[src/rtl/control_pipe_if.sv]
// Decode-side request and execute-side control word bundle for control_pipe.
interface control_pipe_if;
  logic       in_valid;
  logic [4:0] opcode;
  logic [4:0] aluop;
  logic [4:0] rd;
  logic [4:0] rs;
  logic [4:0] rt;
  logic       flush;
  logic       md_exc;
  logic       stall;
  logic       ex_valid;
  logic       ex_rwe;
  logic [4:0] ex_dest;
  logic [4:0] ex_aluop;
  logic       ex_sei;
  logic       ex_dmwe;
  logic [1:0] ex_wbsel;
  logic [1:0] ex_pcsel;
  logic       md_start;
  logic       md_op;

  modport master (
    output in_valid, opcode, aluop, rd, rs, rt, flush, md_exc,
    input  stall, ex_valid, ex_rwe, ex_dest, ex_aluop, ex_sei, ex_dmwe,
           ex_wbsel, ex_pcsel, md_start, md_op
  );

  modport slave (
    input  in_valid, opcode, aluop, rd, rs, rt, flush, md_exc,
    output stall, ex_valid, ex_rwe, ex_dest, ex_aluop, ex_sei, ex_dmwe,
           ex_wbsel, ex_pcsel, md_start, md_op
  );
endinterface

[src/rtl/control_pipe.sv]
// Hazard-aware decode-to-execute control unit with a multicycle mult/div sequencer.
module control_pipe #(
  parameter int unsigned MD_LATENCY = 32
) (
  input  logic          clock,
  input  logic          reset_n,
  control_pipe_if.slave pipe
);
  localparam int unsigned CNTW = $clog2(MD_LATENCY);
  localparam logic [CNTW-1:0] CNT_LOAD = CNTW'(MD_LATENCY - 1);
  localparam logic [CNTW-1:0] CNT_LAST = CNTW'(1);

  localparam logic [4:0] OP_ALU  = 5'd0;
  localparam logic [4:0] OP_J    = 5'd1;
  localparam logic [4:0] OP_BNE  = 5'd2;
  localparam logic [4:0] OP_JAL  = 5'd3;
  localparam logic [4:0] OP_JR   = 5'd4;
  localparam logic [4:0] OP_ADDI = 5'd5;
  localparam logic [4:0] OP_BLT  = 5'd6;
  localparam logic [4:0] OP_SW   = 5'd7;
  localparam logic [4:0] OP_LW   = 5'd8;
  localparam logic [4:0] OP_SETX = 5'd21;
  localparam logic [4:0] OP_BEX  = 5'd22;
  localparam logic [4:0] ALU_MUL = 5'd6;
  localparam logic [4:0] ALU_DIV = 5'd7;
  localparam logic [4:0] R_ZERO  = 5'd0;
  localparam logic [4:0] R_STAT  = 5'd30;
  localparam logic [4:0] R_LINK  = 5'd31;
  localparam logic [1:0] WB_DMEM = 2'b01;

  typedef enum logic [1:0] {RUN, MD_WAIT, MD_DONE} state_t;

  state_t          state_q, state_d;
  logic [CNTW-1:0] cnt_q, cnt_d;
  logic [4:0]      md_rd_q, md_rd_d;
  logic            md_op_q, md_op_d;
  logic            md_start_q, md_start_d;
  logic            ex_valid_q, ex_valid_d;
  logic            ex_rwe_q, ex_rwe_d;
  logic [4:0]      ex_dest_q, ex_dest_d;
  logic [4:0]      ex_aluop_q, ex_aluop_d;
  logic            ex_sei_q, ex_sei_d;
  logic            ex_dmwe_q, ex_dmwe_d;
  logic [1:0]      ex_wbsel_q, ex_wbsel_d;
  logic [1:0]      ex_pcsel_q, ex_pcsel_d;
  logic            stall_c;

  logic is_alu, is_md, is_j, is_bne, is_jal, is_jr, is_addi, is_blt;
  logic is_sw, is_lw, is_setx, is_bex;
  logic dec_rwe, dec_sei;
  logic [4:0] dec_dest, dec_aluop;
  logic [1:0] dec_wbsel, dec_pcsel;
  logic src_rs, src_rt, src_rd, hit, hazard;

  assign is_alu  = pipe.opcode == OP_ALU;
  assign is_md   = is_alu && (pipe.aluop == ALU_MUL || pipe.aluop == ALU_DIV);
  assign is_j    = pipe.opcode == OP_J;
  assign is_bne  = pipe.opcode == OP_BNE;
  assign is_jal  = pipe.opcode == OP_JAL;
  assign is_jr   = pipe.opcode == OP_JR;
  assign is_addi = pipe.opcode == OP_ADDI;
  assign is_blt  = pipe.opcode == OP_BLT;
  assign is_sw   = pipe.opcode == OP_SW;
  assign is_lw   = pipe.opcode == OP_LW;
  assign is_setx = pipe.opcode == OP_SETX;
  assign is_bex  = pipe.opcode == OP_BEX;

  // Field decode of the decode-stage instruction
  assign dec_rwe   = (is_alu && !is_md) || is_lw || is_jal || is_addi || is_setx;
  assign dec_dest  = is_jal ? R_LINK : (is_setx ? R_STAT : pipe.rd);
  assign dec_aluop = (is_addi || is_lw || is_sw) ? 5'd0 :
                     (is_bne || is_blt || is_bex) ? 5'd1 : pipe.aluop;
  assign dec_sei   = is_addi || is_lw || is_sw;
  assign dec_wbsel = is_lw ? 2'b01 : (is_jal ? 2'b10 : (is_setx ? 2'b11 : 2'b00));
  assign dec_pcsel = (is_bne || is_blt) ? 2'b01 :
                     (is_j || is_jal || is_bex) ? 2'b10 : (is_jr ? 2'b11 : 2'b00);

  // A load in ex is recognised by its DMEM write-back select
  assign src_rs = !(is_j || is_jal || is_setx || is_bex);
  assign src_rt = is_alu;
  assign src_rd = is_sw || is_bne || is_blt || is_jr;
  assign hit    = (src_rs && pipe.rs == ex_dest_q) || (src_rt && pipe.rt == ex_dest_q) ||
                  (src_rd && pipe.rd == ex_dest_q) || (is_bex && ex_dest_q == R_STAT);
  assign hazard = pipe.in_valid && ex_valid_q && ex_wbsel_q == WB_DMEM &&
                  ex_dest_q != R_ZERO && hit;

  always_comb begin
    state_d    = state_q;
    cnt_d      = cnt_q;
    md_rd_d    = md_rd_q;
    md_op_d    = md_op_q;
    md_start_d = 1'b0;
    ex_valid_d = 1'b0;
    ex_rwe_d   = 1'b0;
    ex_dest_d  = 5'd0;
    ex_aluop_d = 5'd0;
    ex_sei_d   = 1'b0;
    ex_dmwe_d  = 1'b0;
    ex_wbsel_d = 2'b00;
    ex_pcsel_d = 2'b00;
    stall_c    = 1'b0;
    case (state_q)
      RUN: begin
        if (pipe.flush) begin
          stall_c = 1'b0;
        end else if (hazard) begin
          stall_c = 1'b1;
        end else if (pipe.in_valid) begin
          ex_valid_d = 1'b1;
          ex_rwe_d   = dec_rwe;
          ex_dest_d  = dec_dest;
          ex_aluop_d = dec_aluop;
          ex_sei_d   = dec_sei;
          ex_dmwe_d  = is_sw;
          ex_wbsel_d = dec_wbsel;
          ex_pcsel_d = dec_pcsel;
          if (is_md) begin
            md_start_d = 1'b1;
            md_op_d    = pipe.aluop == ALU_DIV;
            md_rd_d    = pipe.rd;
            cnt_d      = CNT_LOAD;
            state_d    = MD_WAIT;
          end
        end
      end
      MD_WAIT: begin
        // Leave as the counter reaches zero; md_exc is sampled on this edge
        stall_c = 1'b1;
        cnt_d   = cnt_q - CNT_LAST;
        if (cnt_q == CNT_LAST) begin
          state_d    = MD_DONE;
          ex_valid_d = 1'b1;
          ex_rwe_d   = 1'b1;
          ex_dest_d  = pipe.md_exc ? R_STAT : md_rd_q;
        end
      end
      MD_DONE: begin
        stall_c = 1'b1;
        state_d = RUN;
      end
      default: state_d = RUN;
    endcase
  end

  always_ff @(posedge clock or negedge reset_n) begin
    if (!reset_n) begin
      state_q    <= RUN;
      cnt_q      <= '0;
      md_rd_q    <= 5'd0;
      md_op_q    <= 1'b0;
      md_start_q <= 1'b0;
      ex_valid_q <= 1'b0;
      ex_rwe_q   <= 1'b0;
      ex_dest_q  <= 5'd0;
      ex_aluop_q <= 5'd0;
      ex_sei_q   <= 1'b0;
      ex_dmwe_q  <= 1'b0;
      ex_wbsel_q <= 2'b00;
      ex_pcsel_q <= 2'b00;
    end else begin
      state_q    <= state_d;
      cnt_q      <= cnt_d;
      md_rd_q    <= md_rd_d;
      md_op_q    <= md_op_d;
      md_start_q <= md_start_d;
      ex_valid_q <= ex_valid_d;
      ex_rwe_q   <= ex_rwe_d;
      ex_dest_q  <= ex_dest_d;
      ex_aluop_q <= ex_aluop_d;
      ex_sei_q   <= ex_sei_d;
      ex_dmwe_q  <= ex_dmwe_d;
      ex_wbsel_q <= ex_wbsel_d;
      ex_pcsel_q <= ex_pcsel_d;
    end
  end

  assign pipe.stall    = stall_c;
  assign pipe.ex_valid = ex_valid_q;
  assign pipe.ex_rwe   = ex_rwe_q;
  assign pipe.ex_dest  = ex_dest_q;
  assign pipe.ex_aluop = ex_aluop_q;
  assign pipe.ex_sei   = ex_sei_q;
  assign pipe.ex_dmwe  = ex_dmwe_q;
  assign pipe.ex_wbsel = ex_wbsel_q;
  assign pipe.ex_pcsel = ex_pcsel_q;
  assign pipe.md_start = md_start_q;
  assign pipe.md_op    = md_op_q;
endmodule
[src/flat_wrapper.sv]
// flat-port wrapper written by rule: the top's interface ports become plain ports
module control_pipe_flat 
#(
  parameter int unsigned MD_LATENCY = 32
)
  (clock, reset_n, pipe_in_valid, pipe_opcode, pipe_aluop, pipe_rd, pipe_rs, pipe_rt, pipe_flush, pipe_md_exc, pipe_stall, pipe_ex_valid, pipe_ex_rwe, pipe_ex_dest, pipe_ex_aluop, pipe_ex_sei, pipe_ex_dmwe, pipe_ex_wbsel, pipe_ex_pcsel, pipe_md_start, pipe_md_op);
  control_pipe_if pipe_i ();
  input  logic clock;
  input  logic reset_n;
  input wire logic [$bits(pipe_i.in_valid)-1:0] pipe_in_valid;
  input wire logic [$bits(pipe_i.opcode)-1:0] pipe_opcode;
  input wire logic [$bits(pipe_i.aluop)-1:0] pipe_aluop;
  input wire logic [$bits(pipe_i.rd)-1:0] pipe_rd;
  input wire logic [$bits(pipe_i.rs)-1:0] pipe_rs;
  input wire logic [$bits(pipe_i.rt)-1:0] pipe_rt;
  input wire logic [$bits(pipe_i.flush)-1:0] pipe_flush;
  input wire logic [$bits(pipe_i.md_exc)-1:0] pipe_md_exc;
  output wire logic [$bits(pipe_i.stall)-1:0] pipe_stall;
  output wire logic [$bits(pipe_i.ex_valid)-1:0] pipe_ex_valid;
  output wire logic [$bits(pipe_i.ex_rwe)-1:0] pipe_ex_rwe;
  output wire logic [$bits(pipe_i.ex_dest)-1:0] pipe_ex_dest;
  output wire logic [$bits(pipe_i.ex_aluop)-1:0] pipe_ex_aluop;
  output wire logic [$bits(pipe_i.ex_sei)-1:0] pipe_ex_sei;
  output wire logic [$bits(pipe_i.ex_dmwe)-1:0] pipe_ex_dmwe;
  output wire logic [$bits(pipe_i.ex_wbsel)-1:0] pipe_ex_wbsel;
  output wire logic [$bits(pipe_i.ex_pcsel)-1:0] pipe_ex_pcsel;
  output wire logic [$bits(pipe_i.md_start)-1:0] pipe_md_start;
  output wire logic [$bits(pipe_i.md_op)-1:0] pipe_md_op;
  assign pipe_i.in_valid = pipe_in_valid;
  assign pipe_i.opcode = pipe_opcode;
  assign pipe_i.aluop = pipe_aluop;
  assign pipe_i.rd = pipe_rd;
  assign pipe_i.rs = pipe_rs;
  assign pipe_i.rt = pipe_rt;
  assign pipe_i.flush = pipe_flush;
  assign pipe_i.md_exc = pipe_md_exc;
  assign pipe_stall = pipe_i.stall;
  assign pipe_ex_valid = pipe_i.ex_valid;
  assign pipe_ex_rwe = pipe_i.ex_rwe;
  assign pipe_ex_dest = pipe_i.ex_dest;
  assign pipe_ex_aluop = pipe_i.ex_aluop;
  assign pipe_ex_sei = pipe_i.ex_sei;
  assign pipe_ex_dmwe = pipe_i.ex_dmwe;
  assign pipe_ex_wbsel = pipe_i.ex_wbsel;
  assign pipe_ex_pcsel = pipe_i.ex_pcsel;
  assign pipe_md_start = pipe_i.md_start;
  assign pipe_md_op = pipe_i.md_op;
  control_pipe #(.MD_LATENCY(MD_LATENCY)) u_core (.clock(clock), .reset_n(reset_n), .pipe(pipe_i));
endmodule
[config.mk]
export PLATFORM = sky130hd
export DESIGN_NAME = control_pipe_flat
export DESIGN_NICKNAME = d
export VERILOG_FILES = /design/src/rtl/control_pipe_if.sv /design/src/rtl/control_pipe.sv /design/src/flat_wrapper.sv
export SDC_FILE = /design/constraint.sdc
export NUM_CORES = 1
export LEC_CHECK = 0
export BUFFER_PORTS_ARGS = -buffer_cell sky130_fd_sc_hd__buf_2
export CAP_MARGIN = 20
export CORE_AREA = 2 2 70 72
export CTS_CLUSTER_DIAMETER = 30
export CTS_CLUSTER_SIZE = 20
export DETAILED_ROUTE_END_ITERATION = 10
export DIE_AREA = 0 0 72 74
export PLACE_DENSITY_LB_ADDON = 0.25
export SKIP_CTS_REPAIR_TIMING = 1
export SLEW_MARGIN = 20
export SYNTH_ARGS = -nofsm -noshare
export SYNTH_HDL_FRONTEND = slang
export SYNTH_SLANG_ARGS = --single-unit
[constraint.sdc]
create_clock -name clock -period 2.1 [get_ports clock]
set_input_delay 0.21 -clock clock [delete_from_list [all_inputs] [get_ports clock]]
set_output_delay 0.21 -clock clock [all_outputs]
set_load 0.005 [all_outputs]
## After elaboration in Yosys (flattened, before gate mapping)

Cells that the tools add are included.

| operators by class | value |
|---|---|
| add/sub/neg operators | 1 |
| multipliers | 0 |
| div/mod/pow operators | 0 |
| order comparisons | 0 |
| eq/ne operators | 25 |
| shifts and indexed selects | 0 |
| multiplexer cells | 64 |
| bitwise gates (word level) | 2 |
| reduce and logical (&&, ||, !) cells | 39 |

Operators with widths:

| kind | count |
|---|---|
| 2-to-1 mux 5 bit | 17 |
| 2-to-1 mux 2 bit | 19 |
| equality test 5 x 3 -> 1 bit, second input constant | 6 |
| 2-to-1 mux 1 bit | 22 |
| case mux 5 bit (2 select lines) | 2 |
| logical OR 1 bit | 19 |
| equality test 5 bit | 3 |
| equality test 5 bit, second input constant | 3 |
| AND reduction 5 bit | 3 |
| equality test 5 x 1 -> 1 bit, second input constant | 2 |
| equality test 5 x 2 -> 1 bit, second input constant | 2 |
| logical AND 1 bit | 10 |
| != test 2 bit, second input constant | 3 |
| case mux 1 bit (2 select lines) | 3 |
| equality test 5 x 4 -> 1 bit, second input constant | 1 |
| logical NOT 5 bit | 1 |
| nonzero test 5 bit | 1 |
| subtractor 5 x 1 -> 5 bit, second input constant | 1 |
| equality test 2 x 1 -> 1 bit, second input constant | 2 |
| != test 2 x 1 -> 1 bit, second input constant | 2 |
| case mux 2 bit (2 select lines) | 1 |
| equality test 2 bit, second input constant | 1 |
| logical NOT 1 bit | 2 |
| logical NOT 2 bit | 1 |
| other kinds (3) | 4 |

| storage, ports and cells | value |
|---|---|
| register bits | 32 |
| bits in latches | 0 |
| bits in writable memories | 0 |
| bits in read-only memories | 0 |
| input port bits | 30 |
| output and inout bits | 21 |
| logic and storage cells | 144 |
| memories | 0 |

## Longest topological paths before layout

| depth | value |
|---|---|
| word-level depth | 13 |
| mapped depth | 8 |
| gate-level depth less buffers | 6 |

## Worst setup path after synthesis

No wires, ideal clock.

| timing path | value |
|---|---|
| kind | in2reg |
| start point | input pipe_opcode[0] |
| end point | register u_core.cnt_q[2] |
| setup time | 126 ps |
| data arrival time | 2211 ps |
| data required time | 1974 ps |
| slack | -237 ps |
| stages on the path | 8 |
| buffers on the path | 2 |
| path through | buf_2 or4_4 nor4_4 nand2_1 or4_4 buf_6 and2_4 a311o_1 |

| between the ends | value |
|---|---|
| word-level cells in the longest chain between the ends | 12 |
| elaborated cells between the ends (all ways) | 28 |
| classes of those cells | eq/ne (10); reduce/logical (18) |

RTL lines:

| what | RTL line | text |
|---|---|---|
| start: declaration | flat_wrapper.sv:11 | `input wire logic [$bits(pipe_i.opcode)-1:0] pipe_opcode;` |
| equality test 5 x 1 -> 1 bit or equality test 5 x 2 -> 1 bit (tied branches) | control_pipe.sv:57, control_pipe.sv:59 |  |
| logical OR 1 bit (3 in a row) | control_pipe.sv:79 | `assign src_rs = !(is_j \|\| is_jal \|\| is_setx \|\| is_bex);` |
| logical NOT 1 bit | control_pipe.sv:79 |  |
| logical AND 1 bit | control_pipe.sv:82 | `assign hit = (src_rs && pipe.rs == ex_dest_q) \|\| (src_rt && pipe.rt == ex_dest_q) \|\|` |
| logical OR 1 bit (2 in a row) | control_pipe.sv:82 |  |
| logical OR 1 bit | control_pipe.sv:83 | `(src_rd && pipe.rd == ex_dest_q) \|\| (is_bex && ex_dest_q == R_STAT);` |
| logical AND 1 bit | control_pipe.sv:85 | `ex_dest_q != R_ZERO && hit;` |
| != test 2 bit (no line) | n/a |  |
| AND reduction 5 bit (no line) (*) | n/a |  |
| end signal: assignment | control_pipe.sv:162 | `cnt_q <= cnt_d;` |
| end: declaration | control_pipe.sv:34 | `logic [CNTW-1:0] cnt_q, cnt_d;` |

Every way passes the cells marked *; elsewhere a longest branch is shown, timed or not.
A chain may end at the register's enable or synchronous reset.

## Worst setup path in the final report

| timing path | value |
|---|---|
| start point | register u_core.ex_dest_q[4] (netlist: u_core.pipe.ex_dest[4]) |
| end point | register u_core.md_rd_q[2] |

| between the ends | value |
|---|---|
| word-level cells in the longest chain between the ends | 8 |
| elaborated cells between the ends (all ways) | 16 |
| classes of those cells | eq/ne (4); bitwise (1); reduce/logical (11) |

RTL lines:

| what | RTL line | text |
|---|---|---|
| start: declaration | control_pipe.sv:40 | `logic [4:0] ex_dest_q, ex_dest_d;` |
| start signal: assignment | control_pipe.sv:168 | `ex_dest_q <= ex_dest_d;` |
| equality test 5 bit | control_pipe.sv:82 |  |
| logical AND 1 bit | control_pipe.sv:82 |  |
| logical OR 1 bit (2 in a row) | control_pipe.sv:82 |  |
| logical OR 1 bit | control_pipe.sv:83 |  |
| logical AND 1 bit (*) | control_pipe.sv:85 |  |
| NOT 1 bit (no line) (*) | n/a |  |
| AND reduction 5 bit (no line) (*) | n/a |  |
| end signal: assignment | control_pipe.sv:163 | `md_rd_q <= md_rd_d;` |
| end: declaration | control_pipe.sv:35 | `logic [4:0] md_rd_q, md_rd_d;` |

Marked as above.

==> flow_results.org <==
** Outcome
- The flow ran to the end, but the final reports show violations.
- Failing checks :: hold timing, setup timing

** Critical path
- The critical path ends at u_core.md_rd_q[2].
- Max Fanout on Critical Path :: 7
- The worst setup path is of the reg -> reg kind.
- Worst-case reg-to-reg path depth :: 7
- Data on the critical path is required at its endpoint by 2.26 ns.
- In this run the critical register-to-register path is captured at u_core.md_rd_q[2].
- Critical-path cell with the highest stage delay :: sky130_fd_sc_hd__or4_4
- On the worst path, the slowest cell contributes a delay of 0.52 ns.
- Crit start category :: register
- Setup slack, reg-to-reg :: -0.09 ns
- Tracing the worst setup path back leads to its startpoint at u_core.pipe.ex_dest[4].
- The worst setup path is captured at a register.
- The signal on the critical path passes through buf_6, xnor2_2, nand4_1, o21ai_2, or4_4, a21bo_2, mux2_4.
- Critical path arrival :: between 2 and 2.5 ns
- The worst register-to-register path begins at u_core.pipe.ex_dest[4].

** STA
- Number of hold-slack violations in the final timing report :: 32
- Relative slew margins :: 51.36%
- Hold timing on the final database bottoms out at a slack of -0.01126 ns.
- Tightest Pin Transition :: 0.7296 ns
- Setup violations remaining at the end of the flow were counted as 10.
- The count of pins over their slew limit came to 0.
- RSZ-0062 raised after global routing :: true
- After layout, the minimum clock period comes to 2.185 ns.
- Worst clock skew :: ~0.0065 ns
- Of the available clock period, the critical path in the final layout requires 104.1%.
- Timing would allow up to 457.6 MHz.
- In the post-route analysis, the smallest setup slack over all paths is -0.08520 ns.

** Clocking
- Clock-pin transition on the worst setup and hold timing paths :: 0.06 ns
- CTS buffer count :: 5
- The H-tree was split into 2 levels.
- Root Buffer :: sky130_fd_sc_hd__clkbuf_8
- Number of buffers on the longest clock path :: 2
- TritonCTS built the clock tree.
- Number of sinks handled by clock tree synthesis :: 32
- The clock reaches the later pin of the worst-skew pair after 0.28 ns.

** Floorplan
- The floorplan step defined a die boundary enclosing 5328 sq um.
- Cell row count :: 25
- Pin placement for this block handled slightly above 50 I/O pins.
- Core Box Area :: 4598 sq um
- The initial utilization of the core area, before any placement, comes to around 43%.
- Die height :: 74 microns
- Measured along the x axis, the die boundary spans 72 microns.

** Synthesis
- Each instance of the synthesized netlist takes up on average 9.732 sq um.
- In this run, synthesis produced a sequential element count of 32.
- Sequential element share of the synthesized area :: 40.53%
- Ys async rst share :: 100.0%
- Library cell occupying the most area in the post-synthesis netlist :: sky130_fd_sc_hd__dfrtp_1
- By area the synthesized netlist is led by sky130_fd_sc_hd__dfrtp_1, sky130_fd_sc_hd__mux2_4, sky130_fd_sc_hd__xnor2_1, sky130_fd_sc_hd__xor2_1, sky130_fd_sc_hd__nor2_1.
- Area share of the largest cell type after synthesis :: 40.53%
- Number of cells produced by synthesis :: 203
- During synthesis, Yosys emitted a total of 0 warnings.
- Post-synth EDFFs :: 0
- Main synth FF type :: sky130_fd_sc_hd__dfrtp_1
- When the netlist entered floorplanning its net count stood at 238.
- Total standard cell area after synthesis :: 1976 sq um
- The synthesized netlist contains 53 unique library cells.

** GRT
- Maximum number of pins on one net before global-route repair :: 33
- Vias in the first global route :: 1741
- Total global routing track utilization :: 20.10%
- The number of antenna violations at the first check in global routing is 0.
- The first global-routing pass estimated 8204 microns of wire.
- Summed over all layers, the global routing overflow is 0.

** Route
- Number of iterations in the first detailed-routing pass :: 4
- Wire length per cell :: around 15 microns
- For this block, the via count after detailed routing is 1771.
- Once detail routing completed, the nets flagged for antenna violations numbered 0.
- After detailed routing, the number of vias per cell comes to 5.302.
- After the first detailed-routing iteration, the DRC count stood at between 100 and 150.
- Remaining routing DRC violations :: 0
- WL final :: 5171 microns

** Placed design
- In this run, placement finished with an instance count of 324.
- Final Wtd Congestion :: 0.8541
- Detailed placement ended at an HPWL of 3792 microns.
- During placement, the flow inserted port buffers numbering 50.

** Power and ir drop
- Static leakage :: 1.319 nW
- Power spread over the standard cell area amounts to 526.3 nW/um^2.
- IR analysis of the VDD net gives a maximum drop of 0.2880 mV.
- The completed layout was analyzed and its total power is 1.424 mW.

** Cells and area
- Cells with a size suffix above 1 make up 43.93% of the layout.
- Cells fill 58.86% of the core in the end.
- Area growth from synthesis to layout :: 36.99%
- Final antenna diode count :: 0
- At the end of the flow, the number of nets in the layout was 315.
- Leaving out filler cells and counting taps, the final layout contains 334.

** Job
- Max-capacitance violation count :: 0

** Worst hold path
- The worst hold path belongs to the class in -> async.
## worst min path at each step
stage	to	cells after the start
detailed placement	u_core.pipe.ex_dest[1]	1
floorplan	u_core.cnt_q[0]	0
finish	u_core.pipe.ex_dest[3]	1
global route	u_core.pipe.ex_dest[2]	1
CTS	u_core.pipe.ex_valid	1
global placement	u_core.pipe.ex_dest[1]	1
## cells in the mapped netlist (all sizes together) (2+ instances only)
cell type	instances
dfrtp	32
nor2	18
a21oi	13
inv	13
buf	9
xnor2	8
xor2	8
nor3	7
mux2	6
nand3	6
a21boi	5
clkbuf	5
ha	5
nand2	5
nand3b	5
o22ai	5
a2111oi	4
o21ai	4
a22oi	3
a311o	3
and2	3
nor4	3
or3	3
a211oi	2
a21o	2
nand4	2
or4	2
## area by class of cell
cell class              instances  area [sq um]
repair buffers                 84         529.3
clock buffers                   7         96.34
well taps                      54         67.56
flip-flops and latches         32         803.3
fillers                       405          1892
inverters                      13         48.80
multi-input cells             144          1161
## power breakdown
| part | total [mW] | switching, mW | leakage [nW] | internal, mW |
|---|---|---|---|---|
| sequential | 0.646 | 0.0133 | 0.411 | 0.633 |
| clock | 0.518 | 0.227 | 0.0503 | 0.292 |
| combinational | 0.260 | 0.136 | 0.857 | 0.124 |
| total | 1.42 | 0.376 | 1.32 | 1.05 |
## state kept, by name, summed over array words and instances (netlist names)
signal,flops
u_core.cnt_q,5
u_core.pipe.ex_aluop,5
u_core.md_rd_q,5
u_core.pipe.ex_pcsel,2
u_core.pipe.md_op,1
u_core.pipe.ex_dest,5
u_core.pipe.ex_dmwe,1
u_core.pipe.ex_sei,1
u_core.pipe.ex_wbsel,2
u_core.pipe.md_start,1
u_core.pipe.ex_valid,1
u_core.state_q,2
u_core.pipe.ex_rwe,1
## kinds of logic after synthesis
kind of cell / synth area share [%]
xor gates and xnor gates: 7.093
buffers and inverters: 6.523
muxes: 4.560
and+or+nand+nor: 19.63
DFF: 40.53
AOI/OAI and AO/OA: 17.99
adders and majority gates: 3.673
## placed cells by master, fill, tap and decap left out, types with 2 or more instances in the layout
master                       n
sky130_fd_sc_hd__buf_4      30
sky130_fd_sc_hd__a21oi_1    10
sky130_fd_sc_hd__clkbuf_8    7
sky130_fd_sc_hd__or3_1       2
sky130_fd_sc_hd__dfrtp_2     2
sky130_fd_sc_hd__nor2_1     18
sky130_fd_sc_hd__inv_1      13
sky130_fd_sc_hd__o22ai_1     5
sky130_fd_sc_hd__o21ai_0     2
sky130_fd_sc_hd__a2111oi_2   3
sky130_fd_sc_hd__nand4_1     2
sky130_fd_sc_hd__nor3_1      7
sky130_fd_sc_hd__mux2_4      6
sky130_fd_sc_hd__or4_4       2
sky130_fd_sc_hd__xnor2_2     2
sky130_fd_sc_hd__buf_6       3
sky130_fd_sc_hd__xor2_1      8
sky130_fd_sc_hd__nand3b_1    5
sky130_fd_sc_hd__a311o_1     3
sky130_fd_sc_hd__dfrtp_1    30
sky130_fd_sc_hd__xnor2_1     6
sky130_fd_sc_hd__a21boi_0    5
sky130_fd_sc_hd__a21oi_2     2
sky130_fd_sc_hd__ha_1        5
sky130_fd_sc_hd__a211oi_1    2
sky130_fd_sc_hd__nand2_1     5
sky130_fd_sc_hd__a22oi_1     3
sky130_fd_sc_hd__nand3_1     6
sky130_fd_sc_hd__a21o_1      2
sky130_fd_sc_hd__buf_2      50
## critical path: cells and delay by family (launching register included)
kind                      cells  cell delay (ns)
and+or+nand+nor               2             0.65
DFF                           1             0.43
AOI/OAI and AO/OA             2             0.40
muxes                         1             0.32
buffers and inverters         1             0.15
xor gates and xnor gates      1             0.12
## routing by layer
metal  vias to the layer above  part of all wire, %  track usage, %
li1                        885                    -               -
met1                       841                   47           27.85
met2                        41                   48           32.20
met3                         4                  4.3           4.065
met4                         0                  1.1           5.870
met5                         -                    0               0
## stage by stage
step                      TNS, ns  instance area, sq um  setup WS [ns]
after floorplan            -1.954                  1992        -0.2188
after global placement     -3.786                  2459        -0.3098
after detailed placement   -4.390                  2459        -0.3301
after CTS                  -2.270                  2555        -0.2063
after global routing       -1.651                  2706        -0.1836
final                     -0.6430                  2706       -0.08520
Power figures use the tool's default switching activity.
